==> src/rtl/card_dealer_pkg.sv <==
// Shared types and constants for the card dealer and its round-robin arbiter.
package card_dealer_pkg;

  // Dealer controller states, 3-bit encoding.
  typedef enum logic [2:0] {
    ST_IDLE    = 3'd0,
    ST_ARB     = 3'd1,
    ST_REQ     = 3'd2,
    ST_CAPTURE = 3'd3,
    ST_RELEASE = 3'd4,
    ST_DONE    = 3'd5,
    ST_EMPTY   = 3'd6,
    ST_FAULT   = 3'd7
  } dealer_state_t;

  localparam int CARD_W_DEF    = 8;
  localparam int DECK_SIZE_DEF = 52;
  localparam int DEALT_W       = 6;   // cards_dealt width, so DECK_SIZE <= 63
  localparam int TMO_W         = 8;   // handshake timeout counter width

  // Width of a player index; at least one bit.
  function automatic int idx_w(input int n);
    return (n > 1) ? $clog2(n) : 1;
  endfunction

endpackage

==> src/rtl/card_dealer_rr_arbiter.sv <==
// Combinational round-robin arbiter: picks the first eligible player at or
// after ptr, wrapping modulo N.
module rr_arbiter
  import card_dealer_pkg::*;
#(
  parameter int N     = 4,
  parameter int IDX_W = idx_w(N)
) (
  input  logic [N-1:0]     eligible,
  input  logic [IDX_W-1:0] ptr,
  output logic [IDX_W-1:0] grant_idx,
  output logic             grant_valid
);

  // Scan N positions starting from ptr; the first hit wins.
  always_comb begin
    int j;
    j           = 0;
    grant_idx   = '0;
    grant_valid = 1'b0;
    for (int i = 0; i < N; i++) begin
      j = int'(ptr) + i;
      if (j >= N) j = j - N;
      if (!grant_valid && eligible[j]) begin
        grant_valid = 1'b1;
        grant_idx   = IDX_W'(j);
      end
    end
  end

endmodule

==> src/rtl/card_dealer.sv <==
// Card dealer: arbitrates players round-robin, runs the get_card/card_ready
// handshake with the deck controller and tracks hand and deck counts.
module card_dealer
  import card_dealer_pkg::*;
#(
  parameter int NUM_PLAYERS = 4,
  parameter int CARD_W      = CARD_W_DEF,
  parameter int DECK_SIZE   = DECK_SIZE_DEF,
  parameter int MAX_HAND    = 11,
  parameter int TIMEOUT     = 255
) (
  input  logic                   clock,
  input  logic                   reset,
  input  logic                   game_ready,
  input  logic                   card_ready,
  input  logic [CARD_W-1:0]      card_data,
  output logic                   get_card,
  input  logic [NUM_PLAYERS-1:0] req,
  input  logic                   new_round,
  output logic [NUM_PLAYERS-1:0] ack,
  output logic [CARD_W-1:0]      card_out,
  output logic [NUM_PLAYERS-1:0] hand_full,
  output logic [DEALT_W-1:0]     cards_dealt,
  output logic                   deck_empty,
  output logic                   busy,
  output logic                   fault
);

  localparam int                 IDX_W     = idx_w(NUM_PLAYERS);
  localparam int                 HAND_W    = $clog2(MAX_HAND + 1);
  localparam logic [HAND_W-1:0]  HAND_MAX  = HAND_W'(MAX_HAND);
  localparam logic [TMO_W-1:0]   TMO_LAST  = TMO_W'(TIMEOUT - 1);
  localparam logic [DEALT_W-1:0] DECK_FULL = DEALT_W'(DECK_SIZE);

  dealer_state_t           state_q, state_nx;
  logic [IDX_W-1:0]        grant_q;
  logic [IDX_W-1:0]        ptr_q;
  logic [TMO_W-1:0]        tmo_q;
  logic [HAND_W-1:0]       hand_q [NUM_PLAYERS];
  logic [NUM_PLAYERS-1:0]  eligible;
  logic [IDX_W-1:0]        arb_idx;
  logic                    arb_vld;

  // Hand count increment that holds at MAX_HAND.
  function automatic logic [HAND_W-1:0] sat_inc(input logic [HAND_W-1:0] v);
    return (v == HAND_MAX) ? v : v + HAND_W'(1);
  endfunction

  // Player index after g, wrapping modulo NUM_PLAYERS.
  function automatic logic [IDX_W-1:0] next_idx(input logic [IDX_W-1:0] g);
    return (g == IDX_W'(NUM_PLAYERS - 1)) ? '0 : g + IDX_W'(1);
  endfunction

  // Per-player full flags and the eligibility mask fed to the arbiter.
  always_comb begin
    hand_full = '0;
    for (int i = 0; i < NUM_PLAYERS; i++) begin
      hand_full[i] = (hand_q[i] == HAND_MAX);
    end
    eligible = req & ~hand_full;
  end

  rr_arbiter #(
    .N     (NUM_PLAYERS),
    .IDX_W (IDX_W)
  ) u_arb (
    .eligible    (eligible),
    .ptr         (ptr_q),
    .grant_idx   (arb_idx),
    .grant_valid (arb_vld)
  );

  // Next-state and decoded outputs.
  always_comb begin
    state_nx   = state_q;
    get_card   = 1'b0;
    busy       = 1'b0;
    fault      = 1'b0;
    ack        = '0;
    deck_empty = (cards_dealt == DECK_FULL);
    case (state_q)
      ST_IDLE: begin
        if (game_ready) state_nx = ST_ARB;
      end
      ST_ARB: begin
        if (arb_vld) state_nx = ST_REQ;
      end
      ST_REQ: begin
        get_card = 1'b1;
        busy     = 1'b1;
        if (card_ready)             state_nx = ST_CAPTURE;
        else if (tmo_q == TMO_LAST) state_nx = ST_FAULT;
      end
      ST_CAPTURE: begin
        get_card     = 1'b1;
        busy         = 1'b1;
        ack[grant_q] = 1'b1;
        state_nx     = ST_RELEASE;
      end
      ST_RELEASE: begin
        busy = 1'b1;
        if (!card_ready)            state_nx = ST_DONE;
        else if (tmo_q == TMO_LAST) state_nx = ST_FAULT;
      end
      ST_DONE: begin
        busy     = 1'b1;
        state_nx = (cards_dealt == DECK_FULL) ? ST_EMPTY : ST_ARB;
      end
      ST_EMPTY: begin
        state_nx = ST_EMPTY;
      end
      ST_FAULT: begin
        fault    = 1'b1;
        state_nx = ST_FAULT;
      end
      default: state_nx = ST_IDLE;
    endcase
  end

  // State register; reset drops get_card immediately via the state decode.
  always_ff @(posedge clock or posedge reset) begin
    if (reset) state_q <= ST_IDLE;
    else       state_q <= state_nx;
  end

  // Handshake timeout counter, restarted on every state change.
  always_ff @(posedge clock or posedge reset) begin
    if (reset)                     tmo_q <= '0;
    else if (state_nx != state_q)  tmo_q <= '0;
    else if (tmo_q != '1)          tmo_q <= tmo_q + TMO_W'(1);
  end

  // Grant latch in ARB; round-robin pointer advances past the served player.
  always_ff @(posedge clock or posedge reset) begin
    if (reset) begin
      grant_q <= '0;
      ptr_q   <= '0;
    end else begin
      if (state_q == ST_ARB && arb_vld) grant_q <= arb_idx;
      if (state_q == ST_CAPTURE)        ptr_q   <= next_idx(grant_q);
    end
  end

  // Card is taken on the edge that sees card_ready, so card_out is already
  // valid during the ack cycle and holds until the next deal.
  always_ff @(posedge clock or posedge reset) begin
    if (reset)                                card_out <= '0;
    else if (state_q == ST_REQ && card_ready) card_out <= card_data;
  end

  // Deck count; only reset clears it.
  always_ff @(posedge clock or posedge reset) begin
    if (reset)                      cards_dealt <= '0;
    else if (state_q == ST_CAPTURE) cards_dealt <= cards_dealt + DEALT_W'(1);
  end

  // Hand counters; new_round takes priority over a coincident deal.
  always_ff @(posedge clock or posedge reset) begin
    if (reset) begin
      for (int i = 0; i < NUM_PLAYERS; i++) hand_q[i] <= '0;
    end else begin
      for (int i = 0; i < NUM_PLAYERS; i++) begin
        if (new_round)
          hand_q[i] <= '0;
        else if (state_q == ST_CAPTURE && grant_q == IDX_W'(i))
          hand_q[i] <= sat_inc(hand_q[i]);
      end
    end
  end

endmodule

==> config.mk <==
export PLATFORM = sky130hd
export DESIGN_NAME = card_dealer
export DESIGN_NICKNAME = d
export VERILOG_FILES = /design/src/rtl/card_dealer_pkg.sv /design/src/rtl/card_dealer_rr_arbiter.sv /design/src/rtl/card_dealer.sv
export SDC_FILE = /design/constraint.sdc
export NUM_CORES = 1
export LEC_CHECK = 0
export BUFFER_PORTS_ARGS = -buffer_cell sky130_fd_sc_hd__buf_2
export CORE_ASPECT_RATIO = 2
export CORE_UTILIZATION = 51
export CTS_BUF_LIST = sky130_fd_sc_hd__clkbuf_16
export DETAILED_ROUTE_END_ITERATION = 8
export GPL_ROUTABILITY_DRIVEN = 0
export PLACE_DENSITY = 0.77
export SKIP_LAST_GASP = 1
export SYNTH_ARGS = -nofsm -noshare
export SYNTH_HDL_FRONTEND = slang
export SYNTH_SLANG_ARGS = --single-unit
==> constraint.sdc <==
create_clock -name clock -period 1.61 [get_ports clock]
set_input_delay 0.322 -clock clock [delete_from_list [all_inputs] [get_ports clock]]
set_output_delay 0.322 -clock clock [all_outputs]
set_load 0.01 [all_outputs]
==> flow_metrics.env <==
export IMPL_numPortBuffers=42
export IMPL_area_delta_synth_final_pct=51.8
export IMPL_maxCapViolations=0
export IMPL_syn_inst=248
export IMPL_ant_nets=0
export IMPL_max_stage_delay_ps=440
export IMPL_finalHoldViolations=0
export IMPL_synth_edf_count=0
export IMPL_critical_path_required_ps=1810
export IMPL_clock_skew_ps=5.63
export IMPL_yosys_warnings=0
export IMPL_start_util=0.535
export IMPL_worstMarginPinSlew_ps=613
export IMPL_synth_cell_types=55
export IMPL_p_leak_uw=0.00193
export IMPL_io_pins=43
export IMPL_cp_data_arrival_time_ps=2080
export IMPL_cp_end_kind="register"
export IMPL_dr_pass1_iters=4
export IMPL_ir_worst_vdd_v=0.00155
export IMPL_hpwl_um=4530
export IMPL_root_buffer="clkbuf_16"
export IMPL_p_total_uw=6080
export IMPL_drc=0
export IMPL_r2r_start="state_q[2]"
export IMPL_h_tree_depth=2
export IMPL_vias=2515
export IMPL_hp_class="in2async"
export IMPL_die_w_um=52.7
export IMPL_cts_tree="done"
export IMPL_die_h_um=103
export IMPL_setup_viol=32
export IMPL_num_antenna_cells=0
export IMPL_first_global_vias=2455
export IMPL_layout_min_cycle_time_ps=1880
export IMPL_violations="setup timing"
export IMPL_multi_input_area_um2=1660
export IMPL_wirelength_um=9060
export IMPL_clk_pin_slew_ps=70
export IMPL_finish_instance_area_um2=3980
export IMPL_whs_ps=14.9
export IMPL_dp_cells=369
export IMPL_vias_per_cell=6.05
export IMPL_rows=36
export IMPL_avgSynthCellArea_um2=10.6
export IMPL_critPathKind="reg2reg"
export IMPL_relSlewSlack=0.589
export IMPL_r2r_slack_ps=-270
export IMPL_cts_buffer_depth=2
export IMPL_track_usage=0.293
export IMPL_insertion_delay_ps=300
export IMPL_start_kind="register"
export IMPL_ff_latch_area_um2=1130
export IMPL_cp_num_cells=6
export IMPL_maxSlewViolCount=0
export IMPL_ys_flop_type="dfrtp_1"
export IMPL_core_area_um2=4910
export IMPL_grt_max_degree=31
export IMPL_cts_hold_buffers=0
export IMPL_cp_slowest_cell="dfrtp_2"
export IMPL_layout_worst_path_cycle_share=1.17
export IMPL_ys_ff_latch=45
export IMPL_cp_startpoint="state_q[2]"
export IMPL_first_iter_violations=53
export IMPL_r2r_cells=6
export IMPL_worstPathCellList="buf_12 > or2_0 > a32oi_2 > o311ai_4 > buf_12 > a211oi_2"
export IMPL_path_common_cell="buf_12"
export IMPL_setup_slack_ps=-268
export IMPL_async_flop_share=1.00
export IMPL_worstPathMaxFanout=8
export IMPL_crit_end="tmo_q[7]"
export IMPL_path_buf_inv=2
export IMPL_pwr_density_cell_nw_per_um2=1530
export IMPL_stdcell_count=416
export IMPL_dpl_cell_area_um2=3100
export IMPL_netlist_area_um2=2630
export IMPL_n_fill_cell=272
export IMPL_avgRoutedWirePerCell_um=21.8
export IMPL_antenna_found_initial=0
export IMPL_drive_gt1_frac=0.554
export IMPL_cts_sinks=45
export IMPL_cp_top_family="compound AO/OA/AOI/OAI gates"
export IMPL_grt_pass1_wl_um=11400
export IMPL_cts_buffers=5
export IMPL_final_nets=387
export IMPL_overflow=0
export IMPL_syn_num_nets=277
export IMPL_pre_cts_ws_ps=-87.8
export IMPL_reg2reg_to="tmo_q[7]"
export IMPL_rsz0062_at_grt="true"
export IMPL_die_area_um2=5460
export IMPL_fmax_ghz=0.532
export IMPL_outcome="finished, violations left"
export IMPL_seq_area_frac_synth=0.429
## cell usage after synthesis (all sizes together) (2+ instances only)
library cell | count | area share
xnor2 | 8 | 0.027
nor3 | 4 | 0.0076
nand3 | 7 | 0.013
dfrtp | 45 | 0.43
nand2 | 14 | 0.020
o21ai | 7 | 0.013
inv | 15 | 0.021
buf | 9 | 0.026
nand3b | 5 | 0.024
and4 | 2 | 0.0072
mux2 | 11 | 0.047
mux2i | 5 | 0.019
a21oi | 5 | 0.0095
ha | 12 | 0.057
and2 | 5 | 0.012
a31oi | 3 | 0.0072
a211oi | 8 | 0.023
a32oi | 2 | 0.0095
xor2 | 12 | 0.040
nor2b | 2 | 0.0048
and4b | 5 | 0.019
nor2 | 28 | 0.040
nand4 | 7 | 0.022
and3 | 2 | 0.0048
or2 | 2 | 0.0048
## cell families (layout without fill, tap and decap cells)
kind of cell             Yosys count  in the layout  synth area share
buffers and inverters             25            135            0.0491
AO/OA/AOI/OAI                     40             40             0.127
AND/OR/NAND/NOR                   90             91             0.205
flip-flops                        45             45             0.429
adder cells (fa/ha/maj)           12             12            0.0572
multiplexers                      16             16            0.0663
XOR/XNOR                          20             20            0.0667
## layer usage
layer / part of all wire / GRT usage / wire length [um] / vias up
met4: 0.062 / 0.184 / 558 / 0
met5: 0 / 0 / 0 / -
met1: 0.32 / 0.264 / 2940 / 1259
met2: 0.57 / 0.559 / 5200 / 110
met3: 0.039 / 0.0614 / 354 / 42
li1: - / - / - / 1104
## worst min-delay path by stage
stage	to	cells after the start	slack (ps)
floorplan	card_out[0]	1	470
global placement	card_out[0]	2	340
detailed placement	card_out[0]	2	340
CTS	cards_dealt[2]	2	30
global route	cards_dealt[2]	2	60
finish	cards_dealt[2]	2	10
## per-stage QoR
step | setup TNS [ps] | util
final | -3660 | 0.811
after detailed placement | -289 | 0.632
after global placement | -36.3 | 0.632
after CTS | -774 | 0.739
after floorplan | 0 | -
after global routing | -5140 | 0.811
## final cells by class
cell class | instances | area share
multi-input cells | 179 | 0.416
flip-flops and latches | 45 | 0.284
repair buffers | 112 | 0.218
clock buffers | 5 | 0.0314
well taps | 57 | 0.0179
inverters | 15 | 0.0166
clock inverters | 3 | 0.0163
## state kept, by name, summed over array words and instances, names as in the netlist
| signal | flops |
|---|---|
| hand_q | 16 |
| state_q | 3 |
| ptr_q | 2 |
| tmo_q | 8 |
| cards_dealt | 6 |
| grant_q | 2 |
| card_out | 8 |
## power breakdown
group / switching (uW) / leakage [uW] / internal [uW]
Combinational: 1430 / 0.00125 / 1540
Clock: 468 / 0.0000938 / 887
Sequential: 328 / 0.000586 / 1420
## placed cells by master, fill, tap and decap left out, types with 8 or more instances in the layout
| master | instances |
|---|---|
| xnor2_1 | 8 |
| mux2_2 | 10 |
| xor2_1 | 11 |
| buf_6 | 15 |
| buf_4 | 57 |
| nor2_1 | 26 |
| dfrtp_1 | 40 |
| buf_2 | 35 |
| nand2_1 | 10 |
## timing repair
action / CTS / global route
gates resized for setup: 38 / 51
gates cloned: 1 / 0
pin swaps: 10 / 18
setup buffers: 19 / 21
setup endpoints to repair: 29 / 37
Power figures use the tool's default switching activity.
